===== config.mk =====
export PLATFORM = sky130hd
export DESIGN_NAME = fan_tach_meter
export DESIGN_NICKNAME = d
export VERILOG_FILES = /design/src/rtl/fan_ctrl_pkg.sv /design/src/rtl/tach_debounce.sv /design/src/rtl/fan_tach_meter.sv
export SDC_FILE = /design/constraint.sdc
export NUM_CORES = 1
export LEC_CHECK = 0
export CAP_MARGIN = 20
export CORE_MARGIN = 1
export CORE_UTILIZATION = 61
export CTS_CLUSTER_SIZE = 10
export DETAILED_ROUTE_END_ITERATION = 10
export MAX_ROUTING_LAYER = met4
export PLACE_DENSITY = 0.85
export SLEW_MARGIN = 40
export SYNTH_ARGS = -nofsm -noshare
export SYNTH_HDL_FRONTEND = slang
export SYNTH_SLANG_ARGS = --single-unit

===== constraint.sdc =====
create_clock -name clk_i -period 6 [get_ports clk_i]
set_input_delay 0.6 -clock clk_i [delete_from_list [all_inputs] [get_ports clk_i]]
set_output_delay 0.6 -clock clk_i [all_outputs]
set_load 0.1 [all_outputs]

===== src/rtl/fan_ctrl_pkg.sv =====
// Shared constants for the fan control path: default ADC width, tach idle
// level and the counter-width helpers used to size the tach meter counters.
package fan_ctrl_pkg;

    localparam int ADC_BITWIDTH_DEF  = 32'sd8;
    localparam int GATE_TICKS_DEF    = 32'sd100000;
    localparam int DEBOUNCE_LEN_DEF  = 32'sd4;
    localparam int STALL_WINDOWS_DEF = 32'sd3;

    // Open-collector tach line idles high; pulses pull it low.
    localparam logic TACH_IDLE = 1'b1;

    // Bits needed to hold any value in 0..max_val (at least one bit).
    function automatic int cnt_width(input int max_val);
        if (max_val < 32'sd2) begin
            return 32'sd1;
        end else begin
            return $clog2(max_val + 32'sd1);
        end
    endfunction

    localparam int GATE_CNT_W_DEF  = cnt_width(GATE_TICKS_DEF - 32'sd1);
    localparam int RUN_CNT_W_DEF   = cnt_width(DEBOUNCE_LEN_DEF);
    localparam int STALL_CNT_W_DEF = cnt_width(STALL_WINDOWS_DEF);

endpackage


===== src/rtl/tach_debounce.sv =====
// Tach level filter: the accepted level only follows the synchronised input
// after DEBOUNCE_LEN consecutive enabled samples of the opposite level.
// fall_o flags the enabled cycle in which the accepted level goes 1 -> 0, so
// the meter can count the edge on the same clock edge the level updates.
module tach_debounce
    import fan_ctrl_pkg::*;
#(
    parameter int DEBOUNCE_LEN = DEBOUNCE_LEN_DEF
) (
    input  logic clk_i,
    input  logic rst_i,
    input  logic clk_en_i,
    input  logic sample_i,
    output logic fall_o
);

    localparam int               RUN_W    = cnt_width(DEBOUNCE_LEN);
    localparam logic [RUN_W-1:0] RUN_LAST = RUN_W'(DEBOUNCE_LEN - 32'sd1);
    localparam logic [RUN_W-1:0] RUN_ONE  = RUN_W'(32'd1);
    localparam logic [RUN_W-1:0] RUN_ZERO = {RUN_W{1'b0}};

    logic [RUN_W-1:0] run_r;
    logic             tach_f_r;
    logic             accept_s;
    logic             fall_s;

    // This enabled sample completes a full run of the opposite level.
    always_comb begin
        accept_s = 1'b0;
        fall_s   = 1'b0;
        if (clk_en_i && (sample_i != tach_f_r) && (run_r == RUN_LAST)) begin
            accept_s = 1'b1;
            fall_s   = tach_f_r;
        end else begin
            accept_s = 1'b0;
            fall_s   = 1'b0;
        end
    end

    assign fall_o = fall_s;

    // Run counter and accepted level; a matching sample restarts the run.
    always_ff @(posedge clk_i) begin
        if (rst_i) begin
            run_r    <= RUN_ZERO;
            tach_f_r <= TACH_IDLE;
        end else if (clk_en_i) begin
            if (sample_i == tach_f_r) begin
                run_r <= RUN_ZERO;
            end else if (accept_s) begin
                run_r    <= RUN_ZERO;
                tach_f_r <= sample_i;
            end else begin
                run_r <= run_r + RUN_ONE;
            end
        end else begin
            run_r    <= run_r;
            tach_f_r <= tach_f_r;
        end
    end

endmodule


===== src/rtl/fan_tach_meter.sv =====
// Fan tachometer meter: synchronises the tach line, optionally deglitches it,
// counts falling edges over a fixed window of clk_en_i ticks and publishes the
// saturated count as an ADC-style sample with a one-cycle strobe.
// Build option: define FANTACH_DEBOUNCE_EN to insert the tach_debounce filter;
// without it the synchroniser output is used directly.
module fan_tach_meter
    import fan_ctrl_pkg::*;
#(
    parameter int ADC_BITWIDTH  = ADC_BITWIDTH_DEF,
    parameter int GATE_TICKS    = GATE_TICKS_DEF,
    parameter int DEBOUNCE_LEN  = DEBOUNCE_LEN_DEF,
    parameter int STALL_WINDOWS = STALL_WINDOWS_DEF
) (
    input  logic                    clk_i,
    input  logic                    rst_i,
    input  logic                    clk_en_i,
    input  logic                    tach_i,
    output logic [ADC_BITWIDTH-1:0] ADC_value_o,
    output logic                    dataValid_STRB_o,
    output logic                    overflow_o,
    output logic                    stall_o
);

    localparam int PCNT_W  = ADC_BITWIDTH + 32'sd1;
    localparam int GATE_W  = cnt_width(GATE_TICKS - 32'sd1);
    localparam int STALL_W = cnt_width(STALL_WINDOWS);

    localparam logic [PCNT_W-1:0]       PCNT_ZERO   = {PCNT_W{1'b0}};
    localparam logic [PCNT_W-1:0]       PCNT_ONE    = PCNT_W'(32'd1);
    localparam logic [PCNT_W-1:0]       PCNT_MAX    = {PCNT_W{1'b1}};
    localparam logic [PCNT_W-1:0]       ADC_MAX_EXT = {1'b0, {ADC_BITWIDTH{1'b1}}};
    localparam logic [ADC_BITWIDTH-1:0] ADC_MAX     = {ADC_BITWIDTH{1'b1}};
    localparam logic [ADC_BITWIDTH-1:0] ADC_ZERO    = {ADC_BITWIDTH{1'b0}};
    localparam logic [GATE_W-1:0]       GATE_ZERO   = {GATE_W{1'b0}};
    localparam logic [GATE_W-1:0]       GATE_ONE    = GATE_W'(32'd1);
    localparam logic [GATE_W-1:0]       GATE_LAST   = GATE_W'(GATE_TICKS - 32'sd1);
    localparam logic [STALL_W-1:0]      STALL_ZERO  = {STALL_W{1'b0}};
    localparam logic [STALL_W-1:0]      STALL_ONE   = STALL_W'(32'd1);
    localparam logic [STALL_W-1:0]      STALL_FULL  = STALL_W'(STALL_WINDOWS);

    // Parameter ranges the counters are sized for.
    if ((GATE_TICKS < 32'sd2) || (DEBOUNCE_LEN < 32'sd1) || (STALL_WINDOWS < 32'sd1)) begin : g_bad_cfg
        $error("fan_tach_meter: GATE_TICKS>=2, DEBOUNCE_LEN>=1, STALL_WINDOWS>=1 required");
    end

    logic [1:0]          sync_r;
    logic                tach_sync_s;
    logic                fall_s;
    logic                count_en_s;
    logic                term_s;
    logic [GATE_W-1:0]   gate_r;
    logic [PCNT_W-1:0]   pcnt_r;
    logic [STALL_W-1:0]  stall_cnt_r;
    logic [STALL_W-1:0]  stall_next_s;
    logic [ADC_BITWIDTH-1:0] adc_next_s;
    logic                ovf_next_s;
    logic [ADC_BITWIDTH-1:0] adc_value_r;
    logic                strobe_r;
    logic                overflow_r;
    logic                stall_r;

    // Two-flop synchroniser on the asynchronous tach line, runs every clk_i.
    always_ff @(posedge clk_i) begin
        if (rst_i) begin
            sync_r <= {2{TACH_IDLE}};
        end else begin
            sync_r <= {sync_r[0], tach_i};
        end
    end

    assign tach_sync_s = sync_r[1];

`ifdef FANTACH_DEBOUNCE_EN
    tach_debounce #(
        .DEBOUNCE_LEN (DEBOUNCE_LEN)
    ) u_tach_debounce (
        .clk_i    (clk_i),
        .rst_i    (rst_i),
        .clk_en_i (clk_en_i),
        .sample_i (tach_sync_s),
        .fall_o   (fall_s)
    );
`else
    logic tach_f_s;
    logic tach_prev_r;

    assign tach_f_s = tach_sync_s;

    // Previous accepted level, tracked every clk_i for edge detection.
    always_ff @(posedge clk_i) begin
        if (rst_i) begin
            tach_prev_r <= TACH_IDLE;
        end else begin
            tach_prev_r <= tach_f_s;
        end
    end

    // A 1 -> 0 transition of the accepted level is one tach pulse.
    always_comb begin
        fall_s = 1'b0;
        if (tach_prev_r && !tach_f_s) begin
            fall_s = 1'b1;
        end else begin
            fall_s = 1'b0;
        end
    end
`endif

    // Edges count only on enabled ticks; the terminal tick closes the window.
    always_comb begin
        count_en_s = 1'b0;
        term_s     = 1'b0;
        if (clk_en_i) begin
            count_en_s = fall_s;
            term_s     = (gate_r == GATE_LAST);
        end else begin
            count_en_s = 1'b0;
            term_s     = 1'b0;
        end
    end

    // Gate counter: 0 .. GATE_TICKS-1 then wrap, no dead time between windows.
    always_ff @(posedge clk_i) begin
        if (rst_i) begin
            gate_r <= GATE_ZERO;
        end else if (term_s) begin
            gate_r <= GATE_ZERO;
        end else if (clk_en_i) begin
            gate_r <= gate_r + GATE_ONE;
        end else begin
            gate_r <= gate_r;
        end
    end

    // Saturating pulse counter; an edge on the terminal tick opens the next window.
    always_ff @(posedge clk_i) begin
        if (rst_i) begin
            pcnt_r <= PCNT_ZERO;
        end else if (term_s) begin
            pcnt_r <= count_en_s ? PCNT_ONE : PCNT_ZERO;
        end else if (count_en_s && (pcnt_r != PCNT_MAX)) begin
            pcnt_r <= pcnt_r + PCNT_ONE;
        end else begin
            pcnt_r <= pcnt_r;
        end
    end

    // Window result: clamped value, overflow flag and next stall count.
    always_comb begin
        adc_next_s   = ADC_ZERO;
        ovf_next_s   = 1'b0;
        stall_next_s = STALL_ZERO;
        if (pcnt_r > ADC_MAX_EXT) begin
            adc_next_s = ADC_MAX;
            ovf_next_s = 1'b1;
        end else begin
            adc_next_s = pcnt_r[ADC_BITWIDTH-1:0];
            ovf_next_s = 1'b0;
        end
        if (pcnt_r != PCNT_ZERO) begin
            stall_next_s = STALL_ZERO;
        end else if (stall_cnt_r != STALL_FULL) begin
            stall_next_s = stall_cnt_r + STALL_ONE;
        end else begin
            stall_next_s = stall_cnt_r;
        end
    end

    // Registered outputs, updated together on the terminal tick.
    always_ff @(posedge clk_i) begin
        if (rst_i) begin
            adc_value_r <= ADC_ZERO;
            strobe_r    <= 1'b0;
            overflow_r  <= 1'b0;
            stall_r     <= 1'b0;
            stall_cnt_r <= STALL_ZERO;
        end else if (term_s) begin
            adc_value_r <= adc_next_s;
            strobe_r    <= 1'b1;
            overflow_r  <= ovf_next_s;
            stall_r     <= (stall_next_s == STALL_FULL);
            stall_cnt_r <= stall_next_s;
        end else begin
            strobe_r    <= 1'b0;
        end
    end

    assign ADC_value_o      = adc_value_r;
    assign dataValid_STRB_o = strobe_r;
    assign overflow_o       = overflow_r;
    assign stall_o          = stall_r;

endmodule


==> impl_metrics.json, run 1 <==
{
  "cts_resized": 0,
  "die_x_um": 57.9,
  "pwr-share-clk_pct": 32.3,
  "vdd_ir_drop_max_v": 0.000170,
  "critical_path_required_ns": 6.21,
  "grt_overflow": 0,
  "worstMarginPinSlew_ns": 0.803,
  "grt_pass1_vias": 1434,
  "min_period_over_period_pct": 46.4,
  "ant_nets": 0,
  "ys_warn_count": 0,
  "drt-initial-drc-count": 91,
  "gr-usage-all-layers_pct": 27.0,
  "cts_buffer_depth": 2,
  "cpLargestDelayFamily": "simple AND/OR/NAND/NOR gates",
  "cp_num_cells": 5,
  "cts_tree": "yes",
  "diodes": 0,
  "finalPower_w": 0.000445,
  "routed_wl_um": 3990,
  "cts_num_sinks": 42,
  "setup_viol_count_final": 0,
  "leakagePower_nw": 0.713,
  "async_flop_share_pct": 0,
  "post-route-min-period_ns": 2.78,
  "final_cells": 255,
  "syn_inst": 213,
  "crit_fanout": 25,
  "grt_pass1_wl_um": 6650,
  "seqPwrFrac_pct": 64.0,
  "powerDensity_nw_per_um2": 218,
  "place_hpwl_um": 2960,
  "path_cells": "clkdlybuf4s50_1, nand4_2, nor3b_2, a21o_1, nor2_1",
  "drcViolationCount": 1,
  "finalClockSkew_ns": 0.0132,
  "syn_avg_cell_area_sq_um": 8.95,
  "via_count": 1584,
  "fill_cells": 215,
  "violations": "design-rule violations",
  "crit_start": "clk_en_i",
  "ff2ff_setup_slack_ns": 3.49,
  "cts_hold_buf": 0,
  "synth_top_cell_area_share_pct": 44.1,
  "ys.flop_type": "dfxtp_1",
  "finalHoldViolCount": 0,
  "cts_root_buf": "clkbuf_4",
  "fmax_mhz": 359,
  "core-area_sq_um": 2850,
  "cts_buffers": 5,
  "relSlewSlack_pct": 46.5,
  "layout-drive-gt1-share_pct": 12.5,
  "final.setup.tns_ns": 0,
  "p_sw_share_pct": 22.5,
  "criticalPathCategory": "primary input to register",
  "initial_core_util_pct": 66.8,
  "routabilityCongestion": 0.907,
  "r2r_start": "gate_r[7]",
  "cp-start-kind": "primary input",
  "via_per_inst": 6.21,
  "yosys.area.top_type": "dfxtp_1",
  "reg2reg_to": "pcnt_r[2]",
  "p_int_w": 0.000345,
  "crit_arrival_ns": 3.00,
  "dieArea_sq_um": 3350,
  "layout_setup_ws_ns": 3.22,
  "postCtsSetupRepairBufs": 0,
  "clk_pin_slew_ns": 0.11,
  "insertion_delay_ns": 0.35,
  "max-cap-violations": 0,
  "combPwrFrac_pct": 3.7,
  "io-pin-count": 15,
  "dp.cells": 247,
  "antenna_found_initial": 0,
  "slew_viol_final": 0,
  "area_growth_pct": 6.96,
  "synth_seq_area_share_pct": 44.1,
  "crit_buf_inv": 1,
  "pre_cts_slack_ns": 2.88,
  "p_switching_w": 0.000100,
  "port_buffers": 14,
  "slowest_delay_ns": 0.73,
  "synthTopCellsByArea": "dfxtp_1, xnor2_1, nor2_1, a21oi_1, ha_1",
  "htreeDepth": 2,
  "ys_types": 43,
  "rsz0062_at_grt": "no",
  "r2r_cells": 4,
  "wl_per_cell_um": 15.7,
  "syn_area_sq_um": 1910,
  "ys_seq_elements": 42,
  "synthesis.nets": 222,
  "end_kind": "register",
  "critPathCapture": "pcnt_r[2]",
  "first_pass_iters": 7,
  "worstHoldPathType": "register to register",
  "die_y_um": 57.9,
  "grt_max_degree": 26,
  "synth-edff-count": 0,
  "outcome": "finished, violations left",
  "placementRows": 19,
  "layout.nets": 232,
  "slowest_stage": "a21o_1"
}
flip-flops by register name (all words and copies together) (netlist names):
name              cells
gate_r               17
pcnt_r                9
ADC_value_o           8
stall_cnt_r           2
sync_r                2
dataValid_STRB_o      1
overflow_o            1
stall_o               1
tach_prev_r           1
logic make-up (layout without fill, tap and decap cells):
| family | after synthesis | count (layout) | share of synthesized area (%) |
|---|---|---|---|
| flops | 42 | 42 | 44.1 |
| buf+inv | 21 | 32 | 4.86 |
| mux | 1 | 1 | 0.525 |
| xor+xnor | 18 | 18 | 8.27 |
| compound gates | 38 | 38 | 12.5 |
| simple gates | 88 | 88 | 26.5 |
| fa+ha+maj | 5 | 5 | 3.28 |
layout by cell type, fill, tap and decap left out, drive strengths merged, types with 2 or more instances in the layout:
master,count
xnor2,12
nand3,6
and3,2
nand2,9
nor4bb,2
clkbuf,7
or2,3
or4,2
or3,3
ha,5
xor2,6
dfxtp,42
and4,2
inv,9
o21ai,7
nand4,11
nor2,28
a21oi,16
nor4,4
buf,12
nand4b,3
nor3,6
a211oi,2
clkdlybuf4s50,3
a31oi,2
a311oi,7
and4b,2
synth_stat cells (all sizes together), types with 2 or more instances:
library cell,instances
nor4,4
nor3,6
xnor2,12
and3,2
or3,3
nor4bb,2
clkbuf,5
a31oi,2
and4,2
ha,5
a211oi,2
a311oi,7
and4b,2
nor2,28
nand4,11
nand3,6
inv,9
or4,2
or2,3
xor2,6
o21ai,7
buf,7
a21oi,16
nand2,9
nand4b,3
dfxtp,42
per-stage QoR:
stage	hold WS [ns]	util (%)	cell area, sq um
2_1_floorplan	0.389	-	1910
3_3_place_gp	0.441	71.3	2030
3_5_place_dp	0.450	69.3	1980
4_1_cts	0.483	71.4	2040
5_1_grt	0.490	71.4	2040
6_report	0.482	71.4	2040
cell type report:
| cell class | instances | area (sq um) | share of cell area [%] |
|---|---|---|---|
| Timing Repair Buffer | 15 | 92.6 | 4.54 |
| Clock buffer | 7 | 55.1 | 2.70 |
| Sequential cell | 42 | 841 | 41.3 |
| Tap cell | 31 | 38.8 | 1.90 |
| Inverter | 9 | 33.8 | 1.66 |
| Multi-Input combinational cell | 150 | 972 | 47.7 |
| Clock inverter | 1 | 5.00 | 0.246 |
per-layer routing:
layer	GRT usage [%]	part of all wire [%]
met1	37.5	48
met2	38.3	45
met3	7.14	5.6
met4	8.84	1.7
met5	-	0
power by group through the flow:
stage                     sequential (W)  clock [W]  combinational [W]
final                           0.000285   0.000144          0.0000163
after global routing            0.000285   0.000155          0.0000179
after CTS                       0.000284   0.000146          0.0000160
after detailed placement        0.000291          0          0.0000160
after global placement          0.000290          0          0.0000152
after floorplan                 0.000290          0          0.0000124
worst min-delay path by stage:
stage / start / endpoint / cells after the start
6_report: sync_r[0] / sync_r[1] / 1
5_1_grt: sync_r[0] / sync_r[1] / 1
4_1_cts: sync_r[0] / sync_r[1] / 1
3_5_place_dp: sync_r[0] / sync_r[1] / 1
3_3_place_gp: sync_r[0] / sync_r[1] / 1
2_1_floorplan: sync_r[0] / sync_r[1] / 1
Power figures use the tool's default switching activity.
==> run 2, diff against run 1 <==
--- a/config.mk
+++ b/config.mk
@@ -7,11 +7,11 @@
 export LEC_CHECK = 0
 export CAP_MARGIN = 20
 export CORE_MARGIN = 1
-export CORE_UTILIZATION = 61
+export CORE_UTILIZATION = 57
 export CTS_CLUSTER_SIZE = 10
 export DETAILED_ROUTE_END_ITERATION = 10
 export MAX_ROUTING_LAYER = met4
-export PLACE_DENSITY = 0.85
+export PLACE_DENSITY = 0.8
 export SLEW_MARGIN = 40
 export SYNTH_ARGS = -nofsm -noshare
 export SYNTH_HDL_FRONTEND = slang
==> constraint.sdc (replaced) <==
create_clock -name clk_i -period 2.75 [get_ports clk_i]
set_input_delay 0.275 -clock clk_i [delete_from_list [all_inputs] [get_ports clk_i]]
set_output_delay 0.275 -clock clk_i [all_outputs]
set_load 0.1 [all_outputs]
==> impl_metrics.json, run 2 (synthesis results as in run 1) <==
{
  "io-pin-count": 15,
  "layout-drive-gt1-share_pct": 13.3,
  "wl_per_cell_um": 14.5,
  "diodes": 0,
  "ant_nets": 0,
  "slowest_delay_ns": 0.40,
  "final_common_cell": "dfxtp_1",
  "post-route-min-period_ns": 2.05,
  "end_kind": "register",
  "routabilityCongestion": 0.894,
  "cts_buffers": 5,
  "p_switching_w": 0.000223,
  "p_sw_share_pct": 22.9,
  "final_cell_mix": "dfxtp_1, nor2_1, a21oi_1",
  "leakagePower_nw": 0.722,
  "die_y_um": 59.8,
  "relSlewSlack_pct": 61.4,
  "path_cells": "and4_1, and4_1, ha_1, nor4bb_1, buf_4, nand4_1, xnor2_1, nor2_1",
  "worstMarginPinSlew_ns": 0.577,
  "cts_tree": "yes",
  "slowest_stage": "dfxtp_1",
  "cts_buffer_depth": 2,
  "via_per_inst": 5.87,
  "cts_hold_buf": 0,
  "criticalPathCategory": "register to register",
  "gr-usage-all-layers_pct": 25.6,
  "crit_fanout": 11,
  "cts_root_buf": "clkbuf_4",
  "vdd_ir_drop_max_v": 0.000376,
  "postCtsSetupRepairBufs": 0,
  "setup_viol_count_final": 0,
  "fmax_mhz": 488,
  "finalPower_w": 0.000976,
  "routed_wl_um": 3930,
  "powerDensity_nw_per_um2": 466,
  "area_growth_pct": 10.0,
  "initial_core_util_pct": 61.4,
  "outcome": "finished clean",
  "dieArea_sq_um": 3580,
  "top_register": "gate_r",
  "drt-initial-drc-count": 121,
  "pwr-share-clk_pct": 32.8,
  "grt_pass1_vias": 1435,
  "cp_common_cell": "and4_1",
  "worstHoldPathType": "register to register",
  "core-area_sq_um": 3100,
  "insertion_delay_ns": 0.36,
  "finalHoldViolCount": 0,
  "max-cap-violations": 0,
  "p_int_w": 0.000753,
  "grt_pass1_wl_um": 6490,
  "clk_pin_slew_ns": 0.12,
  "antenna_found_initial": 0,
  "largest_reg_flops": 17,
  "cp-start-kind": "register",
  "rsz0062_at_grt": "no",
  "combPwrFrac_pct": 3.7,
  "placementRows": 20,
  "finalClockSkew_ns": 0.0101,
  "crit_arrival_ns": 2.31,
  "fill_cells": 260,
  "cts_num_sinks": 42,
  "slew_viol_final": 0,
  "via_count": 1586,
  "cts_resized": 0,
  "first_pass_iters": 5,
  "place_hpwl_um": 2820,
  "port_buffers": 14,
  "die_x_um": 59.8,
  "drcViolationCount": 0,
  "layout.nets": 234,
  "grt_max_degree": 26,
  "htreeDepth": 2,
  "seqPwrFrac_pct": 63.5,
  "critical_path_required_ns": 3.01,
  "grt_overflow": 0,
  "min_period_over_period_pct": 74.6,
  "final.setup.tns_ns": 0
}
==> run 2: cell types whose count changed in the layout (fill, tap and decap cells not counted), sizes merged <==
cell | before | now
buf | 12 | 14
==> run 2: worst paths after layout <==
path / from / endpoint / slack [ns] / depth (start not counted)
setup / recovery: pcnt_r[2] / pcnt_r[7] / 0.70 / 8
hold / removal: sync_r[0] / sync_r[1] / 0.43 / 1
setup reg to reg: pcnt_r[2] / pcnt_r[7] / 0.70 / 8
hold reg to reg: sync_r[0] / sync_r[1] / 0.43 / 1
==> run 2: final cells by class <==
type                            count  area (sq um)  area share (%)
Clock buffer                        7          55.1            2.63
Clock inverter                      1          5.00           0.239
Inverter                            9          33.8            1.61
Multi-Input combinational cell    150           972            46.4
Sequential cell                    42           841            40.1
Tap cell                           44          55.1            2.63
Timing Repair Buffer               17           135            6.44
==> run 2: power by group through the flow <==
stage / sequential, W / combinational, W / clock, W
finish: 0.000620 / 0.0000360 / 0.000320
global route: 0.000621 / 0.0000405 / 0.000348
CTS: 0.000620 / 0.0000361 / 0.000327
detailed placement: 0.000634 / 0.0000358 / 0
global placement: 0.000633 / 0.0000346 / 0
floorplan: 0.000632 / 0.0000271 / 0
==> run 2: through the flow <==
stage	instance area [sq um]	instances	hold slack (ns)	setup slack (ns)	util, %
floorplan	1910	213	0.379	0.736	-
global placement	2040	262	0.400	0.501	65.6
detailed placement	2040	262	0.403	0.456	65.6
CTS	2100	270	0.431	0.709	67.6
global route	2100	270	0.451	0.556	67.6
finish	2100	270	0.425	0.699	67.6
==> run 2: critical path: cells and delay by family, from the launching register on <==
kind	cells	cell delay (ns)
buffers and inverters	1	0.21
adder cells (fa/ha/maj)	1	0.19
AND/OR/NAND/NOR	5	0.97
XOR/XNOR	1	0.17
flip-flops	1	0.40
==> run 2: routing by layer <==
metal  vias up  GRT usage [%]  share of wire [%]
met1       740           33.2                 48
li1        794              -                  -
met4         0           9.97                1.5
met2        45           37.0                 45
met5         -              -                  0
met3         7           8.01                5.8
==> run 3, diff against run 2 <==
--- a/config.mk
+++ b/config.mk
@@ -7,11 +7,11 @@
 export LEC_CHECK = 0
 export CAP_MARGIN = 20
 export CORE_MARGIN = 1
-export CORE_UTILIZATION = 57
+export CORE_UTILIZATION = 51
 export CTS_CLUSTER_SIZE = 10
 export DETAILED_ROUTE_END_ITERATION = 10
 export MAX_ROUTING_LAYER = met4
-export PLACE_DENSITY = 0.8
+export PLACE_DENSITY = 0.76
 export SLEW_MARGIN = 40
 export SYNTH_ARGS = -nofsm -noshare
 export SYNTH_HDL_FRONTEND = slang
==> constraint.sdc (replaced) <==
create_clock -name clk_i -period 1.7 [get_ports clk_i]
set_input_delay 0.17 -clock clk_i [delete_from_list [all_inputs] [get_ports clk_i]]
set_output_delay 0.17 -clock clk_i [all_outputs]
set_load 0.1 [all_outputs]
==> impl_metrics.json, run 3 (synthesis results as in run 1) <==
{
  "fill_cells": 235,
  "max-cap-violations": 0,
  "slowest_stage": "dfxtp_2",
  "cts_num_sinks": 42,
  "place_hpwl_um": 3390,
  "layout_setup_ws_ns": -0.104,
  "drcViolationCount": 0,
  "r2r_start": "pcnt_r[0]",
  "dieArea_sq_um": 3980,
  "wl_per_cell_um": 16.1,
  "grt_pass1_vias": 1758,
  "grt_overflow": 0,
  "fmax_mhz": 554,
  "first_pass_iters": 4,
  "core-area_sq_um": 3470,
  "crit_buf_inv": 2,
  "via_count": 1771,
  "relSlewSlack_pct": 77.2,
  "cpLargestDelayFamily": "simple AND/OR/NAND/NOR gates",
  "setup_viol_count_final": 9,
  "p_int_w": 0.00148,
  "drt-initial-drc-count": 139,
  "path_cells": "ha_4, and4_4, ha_4, nor4bb_4, buf_4, buf_6, nand3_2, xnor2_1, nor2_1",
  "die_y_um": 63.1,
  "clk_pin_slew_ns": 0.09,
  "area_growth_pct": 35.3,
  "cts_hold_buf": 0,
  "min_period_over_period_pct": 106,
  "multi_input_area_sq_um": 1100,
  "insertion_delay_ns": 0.30,
  "routed_wl_um": 4930,
  "seqPwrFrac_pct": 53.5,
  "finalHoldViolCount": 0,
  "via_per_inst": 5.77,
  "port_buffers": 14,
  "reg2reg_to": "pcnt_r[6]",
  "initial_core_util_pct": 54.9,
  "cp-start-kind": "register",
  "routabilityCongestion": 0.882,
  "top_register": "gate_r",
  "regArea_sq_um": 861,
  "p_switching_w": 0.000403,
  "final_common_cell": "buf_4",
  "worstHoldPathType": "register to register",
  "final_cells": 307,
  "cts_tree": "yes",
  "criticalPathCategory": "register to register",
  "slowest_delay_ns": 0.35,
  "slew_viol_final": 0,
  "cts_root_buf": "clkbuf_8",
  "ff2ff_setup_slack_ns": -0.10,
  "dp.cells": 295,
  "hold_path_depth": 1,
  "final_cell_mix": "buf_4, dfxtp_1, nor2_1",
  "rsz0062_at_grt": "yes",
  "antenna_found_initial": 0,
  "post-route-min-period_ns": 1.80,
  "p_sw_share_pct": 21.4,
  "violations": "negative setup slack",
  "gr-usage-all-layers_pct": 27.0,
  "layout.nets": 269,
  "crit_arrival_ns": 1.99,
  "critical_path_required_ns": 1.89,
  "htreeDepth": 2,
  "pwr-share-clk_pct": 41.7,
  "finalClockSkew_ns": 0.0137,
  "layout-drive-gt1-share_pct": 36.8,
  "min_to": "sync_r[1]",
  "placementRows": 21,
  "pre_cts_slack_ns": -0.253,
  "combPwrFrac_pct": 4.8,
  "leakagePower_nw": 0.956,
  "crit_fanout": 4,
  "vdd_ir_drop_max_v": 0.000564,
  "worstMarginPinSlew_ns": 0.339,
  "fin_util_pct": 74.3,
  "diodes": 0,
  "grt_pass1_wl_um": 8210,
  "powerDensity_nw_per_um2": 729,
  "end_kind": "register",
  "die_x_um": 63.1,
  "largest_reg_flops": 17,
  "cts_buffer_depth": 2,
  "grt_max_degree": 18,
  "hold_start": "sync_r[0]",
  "cp_common_cell": "ha_4",
  "r2r_cells": 9,
  "ant_nets": 0,
  "final.setup.tns_ns": -0.615,
  "outcome": "finished, violations left",
  "cts_buffers": 5,
  "io-pin-count": 15
}
## run 3: cell types whose count changed in the layout (fill, tap and decap cells not counted), sizes merged
cell / previous run / this run
buf: 14 / 49
bufinv: 0 / 1
dlymetal6s2s: 0 / 1
clkbuf: 7 / 6
clkinvlp: 0 / 1
clkdlybuf4s50: 3 / 2
clkinv: 1 / 0
## run 3: worst reg2reg max path, cell delays in order, from the launching register on
cell	delay (ns)
dfxtp_2	0.35
ha_4	0.16
and4_4	0.18
ha_4	0.17
nor4bb_4	0.28
buf_4	0.16
buf_6	0.12
nand3_2	0.07
xnor2_1	0.15
nor2_1	0.06
## run 3: how the worst max path moves through the flow
stage | start | endpoint | cells past startpoint
floorplan | pcnt_r[0] | pcnt_r[4] | 8
global route | pcnt_r[0] | pcnt_r[6] | 9
global placement | clk_en_i | gate_r[15] | 5
detailed placement | clk_en_i | gate_r[15] | 5
CTS | pcnt_r[0] | pcnt_r[4] | 8
finish | pcnt_r[0] | pcnt_r[6] | 9
## run 3: timing repair
| action | 4_1_cts | 5_1_grt |
|---|---|---|
| endpoints found under the hold margin | 0 | 0 |
| setup endpoints to repair | 18 | 37 |
| cloned | 1 | 0 |
| pin swaps | 7 | 7 |
| buffers inserted | 1 | 2 |
| resized for setup | 6 | 25 |
## run 3: per-layer routing
metal  track usage (%)  part of all wire (%)  vias up  wire, um
met5                 -                     0        -         0
met4              8.72                   1.6        0        81
li1                  -                     -      855         -
met2              40.2                    49       52      2420
met3              6.16                   4.2        8       207
met1              36.2                    45      856      2230
## run 3: cell type report
cell class	count	area share (%)
multi-input combinational	150	42.6
sequential	42	33.4
tap	46	2.23
clock buffer	6	2.82
timing repair buffer	52	16.2
clock inverter	2	1.46
inverter	9	1.31
## run 3: stage by stage
stage	instance area (sq um)	total power, W	hold WS [ns]
after CTS	2490	0.00187	0.431
after floorplan	1960	0.00107	0.274
final	2580	0.00188	0.427
after global routing	2580	0.00194	0.449
after global placement	2340	0.00110	0.399
after detailed placement	2340	0.00110	0.412
## run 3: power by group through the flow
stage	clock [W]	combinational, W	sequential [W]
floorplan	0	0.0000468	0.00103
CTS	0.000788	0.0000796	0.00101
global placement	0	0.0000709	0.00103
global route	0.000837	0.0000969	0.00101
detailed placement	0	0.0000757	0.00103
finish	0.000782	0.0000903	0.00101
